$ cat src/rtl/dma_pkg.sv
// ---------------------------------------------------------------------------
// dma_pkg
//   Shared types and constants for the DMA memory-side endpoint.
//   - mem_port_state_t : transaction FSM states of dma_mem_port
//   - BYTES_PER_WORD   : bytes per memory word for the default 16-bit bus
//   - BYTE_SHIFT       : log2(BYTES_PER_WORD), byte -> word address shift
//   - byte_shift()     : same shift for an arbitrary data width
// ---------------------------------------------------------------------------
package dma_pkg;

   typedef enum logic [2:0] {
      ST_IDLE     = 3'd0,
      ST_RD_ISSUE = 3'd1,
      ST_RD_WAIT  = 3'd2,
      ST_RD_RESP  = 3'd3,
      ST_WR_ISSUE = 3'd4,
      ST_WR_ACK   = 3'd5
   } mem_port_state_t;

   localparam int DMA_DATA_WIDTH = 16;
   localparam int BYTES_PER_WORD = DMA_DATA_WIDTH / 8;
   localparam int BYTE_SHIFT     = $clog2(BYTES_PER_WORD);

   function automatic int byte_shift(input int data_width);
      return $clog2(data_width / 8);
   endfunction

endpackage

$ cat src/rtl/dma_addr_decode.sv
// ---------------------------------------------------------------------------
// dma_addr_decode
//   Combinational byte-address to memory word-address translation.
//   Ports:
//     byte_addr    in   ADDR_WIDTH  DMA byte address
//     word_addr    out  MEM_AW      word address (low byte bits dropped)
//     misalign     out  1           byte address not on a word boundary
//     out_of_range out  1           full word index >= MEM_DEPTH
// ---------------------------------------------------------------------------
module dma_addr_decode
   import dma_pkg::*;
#(
   parameter int DATA_WIDTH = 16,
   parameter int ADDR_WIDTH = 32,
   parameter int MEM_AW     = 18,
   parameter int MEM_DEPTH  = 2**18
) (
   input  logic [ADDR_WIDTH-1:0] byte_addr,
   output logic [MEM_AW-1:0]     word_addr,
   output logic                  misalign,
   output logic                  out_of_range
);

   localparam int SHIFT = byte_shift(DATA_WIDTH);
   localparam int BPW   = DATA_WIDTH / 8;

   logic [ADDR_WIDTH-1:0] word_full;

   always_comb begin
      word_full    = byte_addr >> SHIFT;
      word_addr    = word_full[MEM_AW-1:0];
      // Mask is zero for byte-wide words, so misalign can never fire there.
      misalign     = (byte_addr & ADDR_WIDTH'(BPW - 1)) != '0;
      // Range is judged on the untruncated index so high address bits count.
      out_of_range = 64'(word_full) >= 64'(MEM_DEPTH);
   end

endmodule

$ cat src/rtl/dma_mem_port.sv
// ---------------------------------------------------------------------------
// dma_mem_port
//   Memory-side endpoint of the DMA controller. Converts level-held read and
//   write requests into single-beat req/gnt transactions on a shared
//   single-port memory with fixed read latency. One transaction in flight.
//   Ports:
//     clk, rst_n                       clock, async active-low reset
//     dma_read_req/addr                level read request, byte address
//     dma_read_data/valid              read data with 1-cycle valid pulse
//     dma_write_req/addr/data          level write request
//     dma_write_ack                    1-cycle completion pulse
//     mem_req/we/addr/wdata, mem_gnt   registered memory request, grant
//     mem_rdata                        read data RD_LATENCY cycles after gnt
//     err_align, err_range             sticky address error flags
//     rd_count, wr_count               wrapping completion counters
// ---------------------------------------------------------------------------
module dma_mem_port
   import dma_pkg::*;
#(
   parameter int DATA_WIDTH = 16,
   parameter int ADDR_WIDTH = 32,
   parameter int MEM_AW     = 18,
   parameter int MEM_DEPTH  = 2**18,
   parameter int RD_LATENCY = 2
) (
   input  logic                  clk,
   input  logic                  rst_n,
   input  logic                  dma_read_req,
   input  logic [ADDR_WIDTH-1:0] dma_read_addr,
   output logic [DATA_WIDTH-1:0] dma_read_data,
   output logic                  dma_read_valid,
   input  logic                  dma_write_req,
   input  logic [ADDR_WIDTH-1:0] dma_write_addr,
   input  logic [DATA_WIDTH-1:0] dma_write_data,
   output logic                  dma_write_ack,
   output logic                  mem_req,
   output logic                  mem_we,
   output logic [MEM_AW-1:0]     mem_addr,
   output logic [DATA_WIDTH-1:0] mem_wdata,
   input  logic                  mem_gnt,
   input  logic [DATA_WIDTH-1:0] mem_rdata,
   output logic                  err_align,
   output logic                  err_range,
   output logic [31:0]           rd_count,
   output logic [31:0]           wr_count
);

   localparam logic [3:0] LAT_INIT = 4'(RD_LATENCY - 1);

   mem_port_state_t       state;
   logic [3:0]            lat_cnt;
   logic [ADDR_WIDTH-1:0] sel_addr;
   logic [MEM_AW-1:0]     dec_word_addr;
   logic                  dec_misalign;
   logic                  dec_range;

   // Read has priority; the decoder only matters on the IDLE accept cycle.
   assign sel_addr = dma_read_req ? dma_read_addr : dma_write_addr;

   dma_addr_decode #(
      .DATA_WIDTH (DATA_WIDTH),
      .ADDR_WIDTH (ADDR_WIDTH),
      .MEM_AW     (MEM_AW),
      .MEM_DEPTH  (MEM_DEPTH)
   ) u_addr_decode (
      .byte_addr    (sel_addr),
      .word_addr    (dec_word_addr),
      .misalign     (dec_misalign),
      .out_of_range (dec_range)
   );

   always_ff @(posedge clk or negedge rst_n) begin
      if (!rst_n) begin
         state          <= ST_IDLE;
         lat_cnt        <= '0;
         mem_req        <= 1'b0;
         mem_we         <= 1'b0;
         mem_addr       <= '0;
         mem_wdata      <= '0;
         dma_read_data  <= '0;
         dma_read_valid <= 1'b0;
         dma_write_ack  <= 1'b0;
         err_align      <= 1'b0;
         err_range      <= 1'b0;
         rd_count       <= '0;
         wr_count       <= '0;
      end else begin
         dma_read_valid <= 1'b0;
         dma_write_ack  <= 1'b0;
         case (state)
            ST_IDLE: begin
               // A valid/ack pulse still showing means the DMA has not yet
               // had an edge to advance its address; hold off one cycle so
               // the old address is never fetched twice.
               if (!dma_read_valid && !dma_write_ack &&
                   (dma_read_req || dma_write_req)) begin
                  mem_addr  <= dec_word_addr;
                  mem_we    <= !dma_read_req;
                  mem_wdata <= dma_write_data;
                  if (dec_misalign) err_align <= 1'b1;
                  if (dec_range) begin
                     // Out-of-range: complete locally without touching the bus.
                     err_range <= 1'b1;
                     if (dma_read_req) begin
                        dma_read_data <= '0;
                        state         <= ST_RD_RESP;
                     end else begin
                        state         <= ST_WR_ACK;
                     end
                  end else begin
                     mem_req <= 1'b1;
                     state   <= dma_read_req ? ST_RD_ISSUE : ST_WR_ISSUE;
                  end
               end
            end
            ST_RD_ISSUE: begin
               if (mem_gnt) begin
                  mem_req <= 1'b0;
                  lat_cnt <= LAT_INIT;
                  state   <= ST_RD_WAIT;
               end
            end
            ST_RD_WAIT: begin
               if (lat_cnt == 4'd0) begin
                  dma_read_data <= mem_rdata;
                  state         <= ST_RD_RESP;
               end else begin
                  lat_cnt <= lat_cnt - 4'd1;
               end
            end
            ST_RD_RESP: begin
               dma_read_valid <= 1'b1;
               rd_count       <= rd_count + 32'd1;
               state          <= ST_IDLE;
            end
            ST_WR_ISSUE: begin
               if (mem_gnt) begin
                  mem_req <= 1'b0;
                  state   <= ST_WR_ACK;
               end
            end
            ST_WR_ACK: begin
               dma_write_ack <= 1'b1;
               wr_count      <= wr_count + 32'd1;
               state         <= ST_IDLE;
            end
            default: state <= ST_IDLE;
         endcase
      end
   end

endmodule

$ cat config.mk
export PLATFORM = sky130hd
export DESIGN_NAME = dma_mem_port
export DESIGN_NICKNAME = d
export VERILOG_FILES = /design/src/rtl/dma_pkg.sv /design/src/rtl/dma_addr_decode.sv /design/src/rtl/dma_mem_port.sv
export SDC_FILE = /design/constraint.sdc
export NUM_CORES = 1
export LEC_CHECK = 0
export BUFFER_PORTS_ARGS = -buffer_cell sky130_fd_sc_hd__buf_2
export CAP_MARGIN = 20
export CORE_MARGIN = 2
export CORE_UTILIZATION = 50
export CTS_CLUSTER_SIZE = 12
export DETAILED_ROUTE_END_ITERATION = 6
export MAX_ROUTING_LAYER = met4
export PLACE_DENSITY = 0.79
export SLEW_MARGIN = 20
export SYNTH_ARGS = -nofsm -noshare
export SYNTH_HDL_FRONTEND = slang
export SYNTH_HIERARCHICAL = 1
export SYNTH_SLANG_ARGS = --single-unit
$ cat constraint.sdc
create_clock -name clk -period 2.8 [get_ports clk]
set_clock_uncertainty 0.2 [all_clocks]
set_input_delay 0.14 -clock clk [delete_from_list [all_inputs] [get_ports clk]]
set_output_delay 0.14 -clock clk [all_outputs]
set_load 0.01 [all_outputs]
==> summary.log <==
INFO  critical_path  setup.worst_path.end_class=flip-flop
INFO  critical_path  reg2reg_from=state[2]
INFO  place          gpl.final_weighted_congestion=0.8588
INFO  power          power.total=7.399mW
INFO  layout         final_net_count=932
INFO  detailed_routing route.detailed.vias_per_inst=5.550
INFO  timing         unrepaired_setup_endpoints_after_global_routing=false
INFO  die            coreArea=12010squm
INFO  layout         final_util=0.7228
INFO  detailed_routing route.final.wire_length=18.76mm
INFO  synthesis      seq_area_frac_synth=0.5157
INFO  cts            post_cts_hold_buffer_count=72
INFO  detailed_routing final_routed_wire_length_divided_by_cell_count=18.90um
INFO  power          power_density=852.2nW/um^2
INFO  die            die_area=13230squm
INFO  die            dieHeight=115.0um
INFO  critical_path  r2r_setup_slk=0.43ns
INFO  critical_path  crit_start=state[2]
INFO  place          placed_area=7308squm
INFO  global_routing vias_in_the_first_global_route=5650
INFO  timing         worst_max_slew_margin_expressed_relative_to_the_limit=0.5124
INFO  synthesis      synthDominantCellAreaShare=0.5157
INFO  synthesis      postSynthRegisterBits=127
INFO  synthesis      number_of_enable_flip_flop_cells_after_synthesis=0
INFO  place          placedCellCount=884
INFO  hold_path      worstHoldPathType=in -> reg
INFO  detailed_routing num_vias=5511
INFO  synthesis      yosys_warnings=6
INFO  global_routing grt.met2_usage=0.4745
INFO  place          port_buffer_count=220
INFO  cts            clk-insertion-delay-late=0.42ns
INFO  layout         final_area=8682squm
INFO  cts            path_clk_slew=0.05ns
INFO  cts            cts.repair.resized=0
INFO  synthesis      synth_cells=547
INFO  global_routing global_route_wire_length_before_repair=29.16mm
INFO  synthesis      synthDominantAreaCellType=dfrtp_1
INFO  timing         final-max-slew-violation-count=0
INFO  synthesis      post-synth-top-count-cell=dfrtp_1
INFO  timing         timing.final.ws_setup=0.4274ns
INFO  die            start_util=0.5130
INFO  status         outcome=completed
INFO  global_routing globalRouteTotalUtil=0.2973
INFO  layout         multi_input_comb_area=2695squm
INFO  detailed_routing post-route-drc-count=0
INFO  critical_path  data_arrival_time_at_the_worst_slack_endpoint=2.47ns
INFO  timing         timing_hold_violations_final=0
INFO  cts            tritoncts=yes
INFO  job            timing.max_cap.violations=0
INFO  power          p_leak=4.367nW
INFO  detailed_routing dr.pass1.iters=5
INFO  layout         final-instance-count-excl-fill=993
INFO  timing         setup_violations=0
INFO  synthesis      synth_area=6162squm
INFO  critical_path  worstSetupStartpointType=flip-flop
INFO  critical_path  cpLargestDelayFamily=simple AND/OR/NAND/NOR gates
INFO  critical_path  timing.setup.critical_path_class=reg -> reg
INFO  synthesis      avgSynthCellArea=11.27squm
INFO  cts            post_cts.repair.setup_buffers=0
INFO  synthesis      synth_area_leaders=dfrtp_1, mux2_2, xnor2_1
INFO  layout         number_of_fill_cells=798
INFO  global_routing groute.layer.met3.usage=0.08751
INFO  critical_path  cp_cell_sequence=or2_2 -> nor3b_2 -> buf_4 -> mux2_2
INFO  cts            clk_path_buf_depth=2
INFO  global_routing grt_overflow=0
INFO  place          post_dp_hpwl=11.48mm
INFO  hold_path      min-delay-start=dma_read_req
INFO  timing         final_min_period_over_clock_period=0.8474
INFO  place          post_place_setup_slack=0.2357ns
INFO  cts            cts-root-buf=clkbuf_16
INFO  timing         timing.final.crit_period=2.373ns
INFO  cts            clock_buffer_count_from_cts=17
INFO  synthesis      synth.lib_cells_used.distinct=51
INFO  detailed_routing drt_iter0_markers=378
INFO  die            die_x=115.0um
INFO  critical_path  timing.critical_path.depth=4
INFO  global_routing grt_antenna_before_repair=4
INFO  cts            clock_sinks=127
INFO  global_routing peak_usage_layer_in_the_global_routing_report=met2
INFO  timing         summed_negative_setup_slack_over_all_endpoints=0ns
INFO  layout         drive_above_1_share=0.3864
INFO  timing         tightestPinTransition=0.7298ns
INFO  synthesis      synthTopCellsByCount=dfrtp_1, nand2_1, mux2_2
INFO  detailed_routing drt.antenna.violating_nets=0
INFO  layout         area_growth=40.89%
INFO  synthesis      dominantRegCellSynth=dfrtp_1
INFO  global_routing grt_use_met1=0.3367
INFO  synthesis      async_flop_share=1.000
INFO  synthesis      synthesis.nets=651
INFO  power          vdd_ir_drop_max=459.5uV
INFO  critical_path  r2r.worst_path.cells=4
INFO  die            ios=221
INFO  layout         ff_latch_area=3178squm
INFO  global_routing grt_start_max_net_pins=52
INFO  cts            htree_levels=4
INFO  timing         f_max=421.5MHz
INFO  critical_path  cp_data_required_time=2.90ns
INFO  critical_path  worstPathMaxFanout=26
INFO  die            row_cnt=40
INFO  critical_path  critical_path.max_stage_delay=0.54ns
INFO  timing         hold_slack=0.05305ns
INFO  critical_path  path_buf_inv=1
INFO  critical_path  crit_path_top_delay_cell=dfrtp_1
INFO  hold_path      worst_hold_path.num_cells=3
-- layer usage --
layer,part of all wire,wire (um)
met2,0.51,9585
met5,0,0
met1,0.38,7196
met4,0.036,682
met3,0.069,1299
-- sequential cells by signal, summed over array words and instances, names as in the netlist, 3 cells and up --
| signal | count |
|---|---|
| rd_count | 32 |
| wr_count | 32 |
| mem_addr | 18 |
| dma_read_data | 16 |
| mem_wdata | 16 |
| lat_cnt | 4 |
| state | 3 |
-- worst register-to-register path: stages (launching register included) --
cell     delay, ns
dfrtp_1       0.54
or2_2         0.52
nor3b_2       0.24
buf_4         0.36
mux2_2        0.40
-- cells by family after synthesis --
| family | count (synthesis) | share of synthesized area |
|---|---|---|
| multiplexers | 69 | 0.1259 |
| XOR/XNOR | 62 | 0.08812 |
| AND/OR/NAND/NOR | 192 | 0.1787 |
| flip-flops | 127 | 0.5157 |
| buffers and inverters | 53 | 0.04772 |
| AO/OA/AOI/OAI | 41 | 0.03777 |
| adder cells (fa/ha/maj) | 3 | 0.006092 |
-- power breakdown --
group | switching [mW] | total [mW] | internal, mW | leakage, nW
combinational | 1.29 | 2.32 | 1.03 | 2.39
sequential | 0.384 | 2.69 | 2.31 | 1.66
clock | 0.811 | 2.39 | 1.58 | 0.315
total | 2.49 | 7.40 | 4.91 | 4.37
-- placed cells by master, fill, tap and decap left out, drive strengths merged, types with 4 or more instances in the layout --
master,Yosys,routed
buf,30,233
dfrtp,127,127
dlygate4sd3,0,72
mux2,68,68
nand2,47,47
nand4,39,39
xnor2,34,34
xor2,28,28
o21ai,23,23
nor2,21,21
clkbuf,13,21
nand3,19,19
nor3,17,17
nor4,12,12
inv,10,10
and3,9,9
a21oi,7,7
diode,0,5
and4,5,5
clkinv,0,5
nor3b,5,5
bufinv,0,4
-- cell type report --
class                           instances  area share
Antenna cell                            5    0.001441
Tap cell                              147     0.02118
Clock buffer                           21     0.05534
Multi-Input combinational cell        367      0.3104
Inverter                               10    0.004323
Sequential cell                       127      0.3660
Clock inverter                         11     0.01845
Timing Repair Buffer                  305      0.2228
-- final timing paths --
check,endpoint
worst min-delay path,mem_we
worst min register to register,err_range
min in group asynchronous,wr_count[15]
max in group asynchronous,mem_wdata[15]
worst max-delay path,mem_addr[1]
worst max register to register,mem_addr[1]
Power figures use the tool's default switching activity.
